$ cat src/rtl/uart_cmd_decoder.sv
// Host command frame decoder: parses HEADER/OPCODE/PAYLOAD/CHK frames from the UART
// receiver, applies capture configuration and returns an ACK/NAK (+status) response.
module uart_cmd_decoder #(
  parameter logic [7:0]  HEADER         = 8'hA5,
  parameter int unsigned TIMEOUT_CYCLES = 500000,
  parameter logic [15:0] DIV_RESET      = 16'd1
) (
  input  logic        clk,
  input  logic        rst,
  input  logic [7:0]  uart_rxdata,
  input  logic        uart_rxempty,
  output logic        uart_uld_rx_data,
  input  logic        uart_txempty,
  output logic [7:0]  uart_tx_data,
  output logic        uart_ld_tx_data,
  output logic        resp_req,
  input  logic        resp_gnt,
  input  logic        capture_busy,
  output logic [2:0]  trig_mask,
  output logic [15:0] samp_div,
  output logic        arm,
  output logic        abort
);

  localparam int TW = $clog2(TIMEOUT_CYCLES + 1);
  localparam logic [7:0] ACK = 8'h06;
  localparam logic [7:0] NAK = 8'h15;

  typedef enum logic [2:0] {
    S_HUNT, S_OPCODE, S_PAYLOAD, S_CHECK, S_EXEC, S_RESP_REQ, S_RESP_LOAD, S_RESP_WAIT
  } state_t;

  state_t        state_q;
  logic [7:0]    op_q, pay0_q, pay1_q, xor_q, resp0_q, resp1_q, tx_data_q;
  logic [1:0]    plen_q, pcnt_q;
  logic [TW-1:0] tcnt_q;
  logic          two_q, idx_q;
  logic          uld_q, ld_q, req_q, arm_q, abort_q;
  logic [2:0]    mask_q;
  logic [15:0]   div_q;

  logic          intake_d, byte_vld_d, tmo_d;
  logic [15:0]   div_d;

  // Bytes are only taken in parsing states, and never on the cycle right after an unload,
  // so the receiver has time to update its empty flag.
  assign intake_d   = (state_q == S_HUNT) || (state_q == S_OPCODE) ||
                      (state_q == S_PAYLOAD) || (state_q == S_CHECK);
  assign byte_vld_d = intake_d && !uart_rxempty && !uld_q;
  assign tmo_d      = (tcnt_q == TW'(TIMEOUT_CYCLES - 1));
  assign div_d      = {pay0_q, pay1_q};

  always_ff @(posedge clk or negedge rst) begin
    if (!rst) begin
      state_q   <= S_HUNT;
      op_q      <= '0;
      pay0_q    <= '0;
      pay1_q    <= '0;
      xor_q     <= '0;
      resp0_q   <= '0;
      resp1_q   <= '0;
      tx_data_q <= '0;
      plen_q    <= '0;
      pcnt_q    <= '0;
      tcnt_q    <= '0;
      two_q     <= 1'b0;
      idx_q     <= 1'b0;
      uld_q     <= 1'b0;
      ld_q      <= 1'b0;
      req_q     <= 1'b0;
      arm_q     <= 1'b0;
      abort_q   <= 1'b0;
      mask_q    <= 3'b111;
      div_q     <= DIV_RESET;
    end else begin
      uld_q   <= 1'b0;
      arm_q   <= 1'b0;
      abort_q <= 1'b0;
      tcnt_q  <= '0;
      case (state_q)
        S_HUNT: begin
          if (byte_vld_d) begin
            uld_q <= 1'b1;
            if (uart_rxdata == HEADER) state_q <= S_OPCODE;
          end
        end
        S_OPCODE: begin
          if (byte_vld_d) begin
            uld_q  <= 1'b1;
            op_q   <= uart_rxdata;
            xor_q  <= uart_rxdata;
            pcnt_q <= '0;
            case (uart_rxdata)
              8'h01:                begin plen_q <= 2'd1; state_q <= S_PAYLOAD; end
              8'h02:                begin plen_q <= 2'd2; state_q <= S_PAYLOAD; end
              8'h03, 8'h04, 8'h05:  begin plen_q <= 2'd0; state_q <= S_CHECK;   end
              default: begin
                resp0_q <= NAK;
                two_q   <= 1'b0;
                idx_q   <= 1'b0;
                req_q   <= 1'b1;
                state_q <= S_RESP_REQ;
              end
            endcase
          end else if (tmo_d) begin
            state_q <= S_HUNT;
          end else begin
            tcnt_q <= tcnt_q + 1'b1;
          end
        end
        S_PAYLOAD: begin
          if (byte_vld_d) begin
            uld_q  <= 1'b1;
            xor_q  <= xor_q ^ uart_rxdata;
            pcnt_q <= pcnt_q + 2'd1;
            if (pcnt_q == 2'd0) pay0_q <= uart_rxdata;
            else                pay1_q <= uart_rxdata;
            if ((pcnt_q + 2'd1) == plen_q) state_q <= S_CHECK;
          end else if (tmo_d) begin
            state_q <= S_HUNT;
          end else begin
            tcnt_q <= tcnt_q + 1'b1;
          end
        end
        S_CHECK: begin
          if (byte_vld_d) begin
            uld_q <= 1'b1;
            if (uart_rxdata == xor_q) begin
              state_q <= S_EXEC;
            end else begin
              resp0_q <= NAK;
              two_q   <= 1'b0;
              idx_q   <= 1'b0;
              req_q   <= 1'b1;
              state_q <= S_RESP_REQ;
            end
          end else if (tmo_d) begin
            state_q <= S_HUNT;
          end else begin
            tcnt_q <= tcnt_q + 1'b1;
          end
        end
        S_EXEC: begin
          resp0_q <= ACK;
          two_q   <= 1'b0;
          idx_q   <= 1'b0;
          req_q   <= 1'b1;
          state_q <= S_RESP_REQ;
          case (op_q)
            8'h01: if (capture_busy) resp0_q <= NAK; else mask_q <= pay0_q[2:0];
            8'h02: if (capture_busy || div_d == 16'd0) resp0_q <= NAK; else div_q <= div_d;
            8'h03: if (capture_busy) resp0_q <= NAK; else arm_q <= 1'b1;
            8'h04: abort_q <= 1'b1;
            8'h05: begin
              two_q   <= 1'b1;
              resp1_q <= {capture_busy, 4'b0000, mask_q};
            end
            default: resp0_q <= NAK;
          endcase
        end
        S_RESP_REQ: begin
          if (resp_gnt) state_q <= S_RESP_LOAD;
        end
        S_RESP_LOAD: begin
          // Load strobe is held until the transmitter reports it took the byte.
          if (ld_q) begin
            if (!uart_txempty) begin
              ld_q    <= 1'b0;
              state_q <= S_RESP_WAIT;
            end
          end else if (uart_txempty) begin
            ld_q      <= 1'b1;
            tx_data_q <= idx_q ? resp1_q : resp0_q;
          end
        end
        S_RESP_WAIT: begin
          if (uart_txempty) begin
            if (two_q && !idx_q) begin
              idx_q   <= 1'b1;
              state_q <= S_RESP_LOAD;
            end else begin
              req_q   <= 1'b0;
              state_q <= S_HUNT;
            end
          end
        end
        default: state_q <= S_HUNT;
      endcase
    end
  end

  assign uart_uld_rx_data = uld_q;
  assign uart_tx_data     = tx_data_q;
  assign uart_ld_tx_data  = ld_q & resp_gnt;
  assign resp_req         = req_q;
  assign trig_mask        = mask_q;
  assign samp_div         = div_q;
  assign arm              = arm_q;
  assign abort            = abort_q;

endmodule

$ cat config.mk
export PLATFORM = sky130hd
export DESIGN_NAME = uart_cmd_decoder
export DESIGN_NICKNAME = d
export VERILOG_FILES = /design/src/rtl/uart_cmd_decoder.sv
export SDC_FILE = /design/constraint.sdc
export NUM_CORES = 1
export LEC_CHECK = 0
export ABC_AREA = 1
export BUFFER_PORTS_ARGS = -buffer_cell sky130_fd_sc_hd__buf_2
export CAP_MARGIN = 0
export CORE_MARGIN = 2
export CORE_UTILIZATION = 33
export CTS_CLUSTER_DIAMETER = 50
export DETAILED_ROUTE_END_ITERATION = 16
export PLACE_DENSITY_LB_ADDON = 0.2
export REMOVE_ABC_BUFFERS = 1
export SYNTH_ARGS = -nofsm -noshare
export SYNTH_HDL_FRONTEND = slang
export SYNTH_SLANG_ARGS = --single-unit
$ cat constraint.sdc
create_clock -name clk -period 2.05 [get_ports clk]
set_input_delay 0 -clock clk [delete_from_list [all_inputs] [get_ports clk]]
set_output_delay 0 -clock clk [all_outputs]
set_load 0.05 [all_outputs]
-- After elaboration in Yosys (flattened, before gate mapping)
Cells that the tools add are included.
- flip-flop bits (word level): 104
- input bits: 14
- output and inout port bits: 32
- word-level logic and storage cells: 158
- add/sub/neg operators: 2
- equality and inequality tests: 35
- muxes and demuxes: 58
- bitwise operators: 6
- reduce and logical (&&, ||, !) cells: 37
- operators by type and width (kind ; count):
    $mux 19 ; 3
    $mux 8 ; 7
    $mux 3 ; 12
    $eq 8x2->1 const B ; 4
    $eq 8x3->1 const B ; 4
    $ne 2x2->1 const B ; 12
    $pmux 3 s8 ; 1
    $pmux 8 s3 ; 1
    $mux 1 ; 22
    $reduce_and 3->1 ; 7
    $reduce_and 7->1 ; 3
    $add 19x1->19 const B ; 1
    $eq 19x19->1 const B ; 1
    $eq 8x1->1 const B ; 2
    $logic_not 16->1 ; 1
    $pmux 8 s2 ; 1
    $pmux 5 s3 ; 1
    $eq 3x3->1 const B ; 4
    $mux 5 ; 2
    $eq 8x8->1 ; 1
    $eq 8x8->1 const B ; 1
    $pmux 1 s4 ; 2
    $xor 8x8->8 ; 1
    $eq 3x2->1 const B ; 2
    other kinds (26) ; 42

-- Longest topological paths before layout
- depth in word-level cells: 8
- mapped depth: 12
- gate-level depth less buffers: 12

-- Worst setup path after synthesis
OpenSTA, ideal clock, no wires.
- path kind: register -> register
- from: register uld_q, in the netlist uart_uld_rx_data
- to: register pay1_q[5]
- library setup time: 0.119 ns
- data arrival time: 1.542 ns
- required time: 1.931 ns
- slack: 0.389 ns
- cell stages (with the launch flop): 10
- buffers on the path: 2
- clock period less this slack: 1.661 ns
- path through: dfrtp_1 > inv_1 > nand2_4 > nor2_4 > inv_2 > or2_1 > buf_6 > buf_8 > nand2_2 > o21ai_2
- word-level cells in the longest chain between the ends: 3
- ends and longest elaborated chain (element ; line ; RTL):
    from (decl) ; 38 ; logic uld_q, ld_q, req_q, arm_q, abort_q;
    from (signal assigned) ; 68 ; uld_q <= 1'b0;
    from (signal assigned) ; 76 ; uld_q <= 1'b0;
    from (signal assigned) ; 83 ; uld_q <= 1'b1;
    $logic_not 1->1 ; 49 ; assign byte_vld_d = intake_d && !uart_rxempty && !uld_q;
    $logic_and 1x1->1 ; 49 ;
    $reduce_and 3->1 (no source line) ; -- ;
    to (signal assigned) ; 117 ; else pay1_q <= uart_rxdata;
    to (decl) ; 34 ; logic [7:0] op_q, pay0_q, pay1_q, xor_q, resp0_q, resp1_q, tx_data_q;
Every way passes these cells.
A chain may end at the register's enable or synchronous reset.

-- Worst setup path in the final report
- from: register state_q[2]
- to: register pay1_q[7]
- word-level cells in the longest chain between the ends: 7
- elaborated cells between the ends (all ways): 10
- classes of those cells: eq/ne: 3; reduce/logical: 7
- ends and longest elaborated chain (element ; line ; RTL):
    from (decl) ; 33 ; state_t state_q;
    from (signal assigned) ; 55 ; state_q <= S_HUNT;
    from (signal assigned) ; 84 ; if (uart_rxdata == HEADER) state_q <= S_OPCODE;
    from (signal assigned) ; 94 ; 8'h01: begin plen_q <= 2'd1; state_q <= S_PAYLOAD; end
    $eq 3x1->1 / $logic_not 3->1 (equally long branches) ; 47 ; assign intake_d = (state_q == S_HUNT) || (state_q == S_OPCODE) ||
    $logic_or 1x1->1 (2 in series) ; 47 ;
    $logic_or 1x1->1 ; 48 ; (state_q == S_PAYLOAD) || (state_q == S_CHECK);
    $logic_and 1x1->1 (2 in series) ; 49 ;
    $reduce_and 3->1 (no source line) (*) ; -- ;
Mark *: on every way between the ends. The rest lies on a longest branch, timed or not.

==> impl_metrics.toml <==
[power]
p_per_area_nw_per_um2 = 1150
leakage_nw = 2.80
p_comb_share_pct = 34.8
power.share.clock_pct = 24.3
finalPower_mw = 6.41
ir_drop_v = 0.000449
power_frac_seq_pct = 40.9
p_int_mw = 3.91
switching_power_mw = 2.50
switching_share_pct = 39.0

[floorplanning]
die_x_microns = 124
rows = 44
dieHeight_microns = 124
initial_core_util_pct = 33.3
core_area_sq_um = 14400
dieArea_sq_um = 15500
boundaryPins = 46

[hold_path]
hp-class = "in -> reg"
min_path_cells = 4

[routing]
wl_per_cell_microns = 12.6
antenna_left = 0
route.detailed.drc = 0
via_count = 4006
dr.pass1.iters = 5
drtIter0Drc = 273
wirelength_microns = 10800
viasPerCell = 4.69

[sta]
drv_slew = 0
hold_viol = 0
timing.hold.ws_ns = 0.00989
rsz0062_at_grt = "no"
tightest_slew_ns = 0.688
max-slew-margin-rel_pct = 54.1
period_needed_ns = 1.82
setup-tns-final_ns = 0
clock_skew_ns = 0.00606
clock.fmax_mhz = 548
finalSetupViolations = 0
post-route-period-util_pct = 89.0

[synthesis]
ys_async_sr_fraction_pct = 100
yosysTopAreaCellShare_pct = 48.1
synth_most_common_cell = "nand2_1"
synth_ff_type = "dfrtp_1"
synth_area_leaders = "dfrtp_1, nand2_1, inv_1"
synth.largest_area_cell = "dfrtp_1"
seq_area_frac_synth_pct = 50.3
syn_inst = 606
ys.warnings.count = 0
netlist_area_sq_um = 4790
synth_top_cells_by_count = "nand2_1, dfrtp_1, inv_1, nor2_1, o21ai_0"
synth_edf_count = 0
yosysUniqueCellTypes = 38
synth-seq-cells = 96
syn_avg_cell_area_sq_um = 7.90

[global_route]
grt_max_degree = 33
grt_usage_pct = 14.8
grt_pass1_wl_microns = 18900
globalRouteOverflowTotal = 0
first_global_vias = 3893
antenna_found_initial = 0

[clocking]
clock-root-buffer = "clkbuf_16"
cts_made_buffers = 9
clkLatencyLatePin_ns = 0.34
clockBufferDepth = 2
clk_pin_slew_ns = 0.07
cts_tree = "done"
htreeDepth = 3
clock_sinks = 96

[placed_design]
dp_hpwl_microns = 8100
gp_congestion = 0.928
port_buffers = 42

[critical_path]
critical_path_arrival_ns = 2.03
reg2reg_depth = 7
crit_path_end_kind = "flop"
critPathRequiredTime_ns = 2.26
cp-start-kind = "flop"
cp_max_fo = 16
setup.worst_path.class = "reg -> reg"

[final_layout]
drive_above_1_share_pct = 15.1
area_growth_pct = 16.7
diodes = 0
finalNetCount = 682

[status]
status = "complete, no violations"

[flow_run]
maxCapViolCount = 0
-- cell families after synthesis --
kind of cell | count (synthesis) | synth area share (%)
and+or+nand+nor | 311 | 28.1
DFF | 96 | 50.3
buffers and inverters | 94 | 8.23
AOI/OAI and AO/OA | 91 | 10.6
xor gates and xnor gates | 8 | 1.46
muxes | 3 | 0.706
adders and majority gates | 2 | 0.523
other | 1 | 0.0783
-- metal layers --
layer / vias up / global-route usage [%] / routed length, microns
li1: 2048 / - / -
met2: 72 / 24.1 / 5000
met4: 0 / 4.82 / 187
met3: 15 / 2.62 / 326
met1: 1871 / 20.2 / 5240
met5: - / 0 / 0
-- flip-flops by register name (all words and copies together), names as in the netlist --
signal	count
two_q	1
uart_uld_rx_data	1
idx_q	1
uart_tx_data	5
xor_q	8
state_q	3
abort	1
tcnt_q	19
resp0_q	3
arm	1
pay1_q	8
pay0_q	8
ld_q	1
resp1_q	4
samp_div	16
resp_req	1
plen_q	2
op_q	8
trig_mask	3
pcnt_q	2
-- stage by stage --
step / setup slack [ns] / area, sq um / cells / utilization [%]
6_report: 0.225 / 5590 / 855 / 38.9
2_1_floorplan: 0.0839 / 4700 / 594 / -
3_5_place_dp: 0.239 / 5230 / 830 / 36.4
3_3_place_gp: 0.286 / 5230 / 830 / 36.4
4_1_cts: 0.230 / 5590 / 855 / 38.9
5_1_grt: 0.0617 / 5590 / 855 / 38.9
-- final timing paths --
path                       slack (ns)                       end              startpoint
max in group asynchronous        1.22  trig_mask[2]$_DFFE_PN1P_                     rst
max reg2reg                      0.23     pay1_q[7]$_DFFE_PN0P_  state_q[2]$_DFFE_PN0P_
min reg2reg                      0.45       tcnt_q[0]$_DFF_PN0_     tcnt_q[0]$_DFF_PN0_
min                              0.01             arm$_DFF_PN0_            capture_busy
max                              0.23     pay1_q[7]$_DFFE_PN0P_  state_q[2]$_DFFE_PN0P_
min in group asynchronous        0.14  samp_div[13]$_DFFE_PN0P_                     rst
-- power by group through the flow --
stage | combinational (mW) | sequential (mW) | clock, mW
after CTS | 2.26 | 2.62 | 1.60
after global placement | 2.20 | 2.63 | 0
final | 2.23 | 2.62 | 1.56
after global routing | 2.59 | 2.68 | 1.68
after floorplan | 1.47 | 2.78 | 0
after detailed placement | 2.24 | 2.65 | 0
-- final cells by class --
cell class / count / area [sq um]
repair buffers: 61 / 390
flip-flops and latches: 96 / 2410
fillers: 1484 / 8780
clock inverters: 4 / 20.0
inverters: 80 / 300
well taps: 184 / 230
clock buffers: 12 / 246
multi-input cells: 418 / 1990
-- critical path: stages (launching register included) --
cell     delay (ns)
dfrtp_1        0.53
nor2_8         0.17
nand2_4        0.10
nor2_4         0.14
inv_2          0.05
or2_1          0.46
nand2_1        0.17
o21ai_2        0.06
-- cells in the final DEF, fill, tap and decap left out, types with 7 or more instances in the layout --
cell / synthesis / routed
nor2_1: 55 / 55
nand2_1: 184 / 184
nand4_1: 13 / 13
nand3_1: 28 / 28
o21ai_2: 8 / 8
buf_2: 3 / 41
buf_4: 3 / 10
o21ai_0: 54 / 54
dfrtp_1: 92 / 92
clkbuf_16: 0 / 9
dlygate4sd3_1: 0 / 9
nor3_1: 7 / 7
a21oi_1: 18 / 18
inv_1: 75 / 75
o211ai_1: 8 / 8
-- timing repair --
item / 4_1_cts / 5_1_grt
hold buffers: 9 / 0
gates resized for setup: 0 / 0
hold endpoints to repair: 63 / 0
buffers inserted: 0 / 0
(Power assumes the default switching activity.)
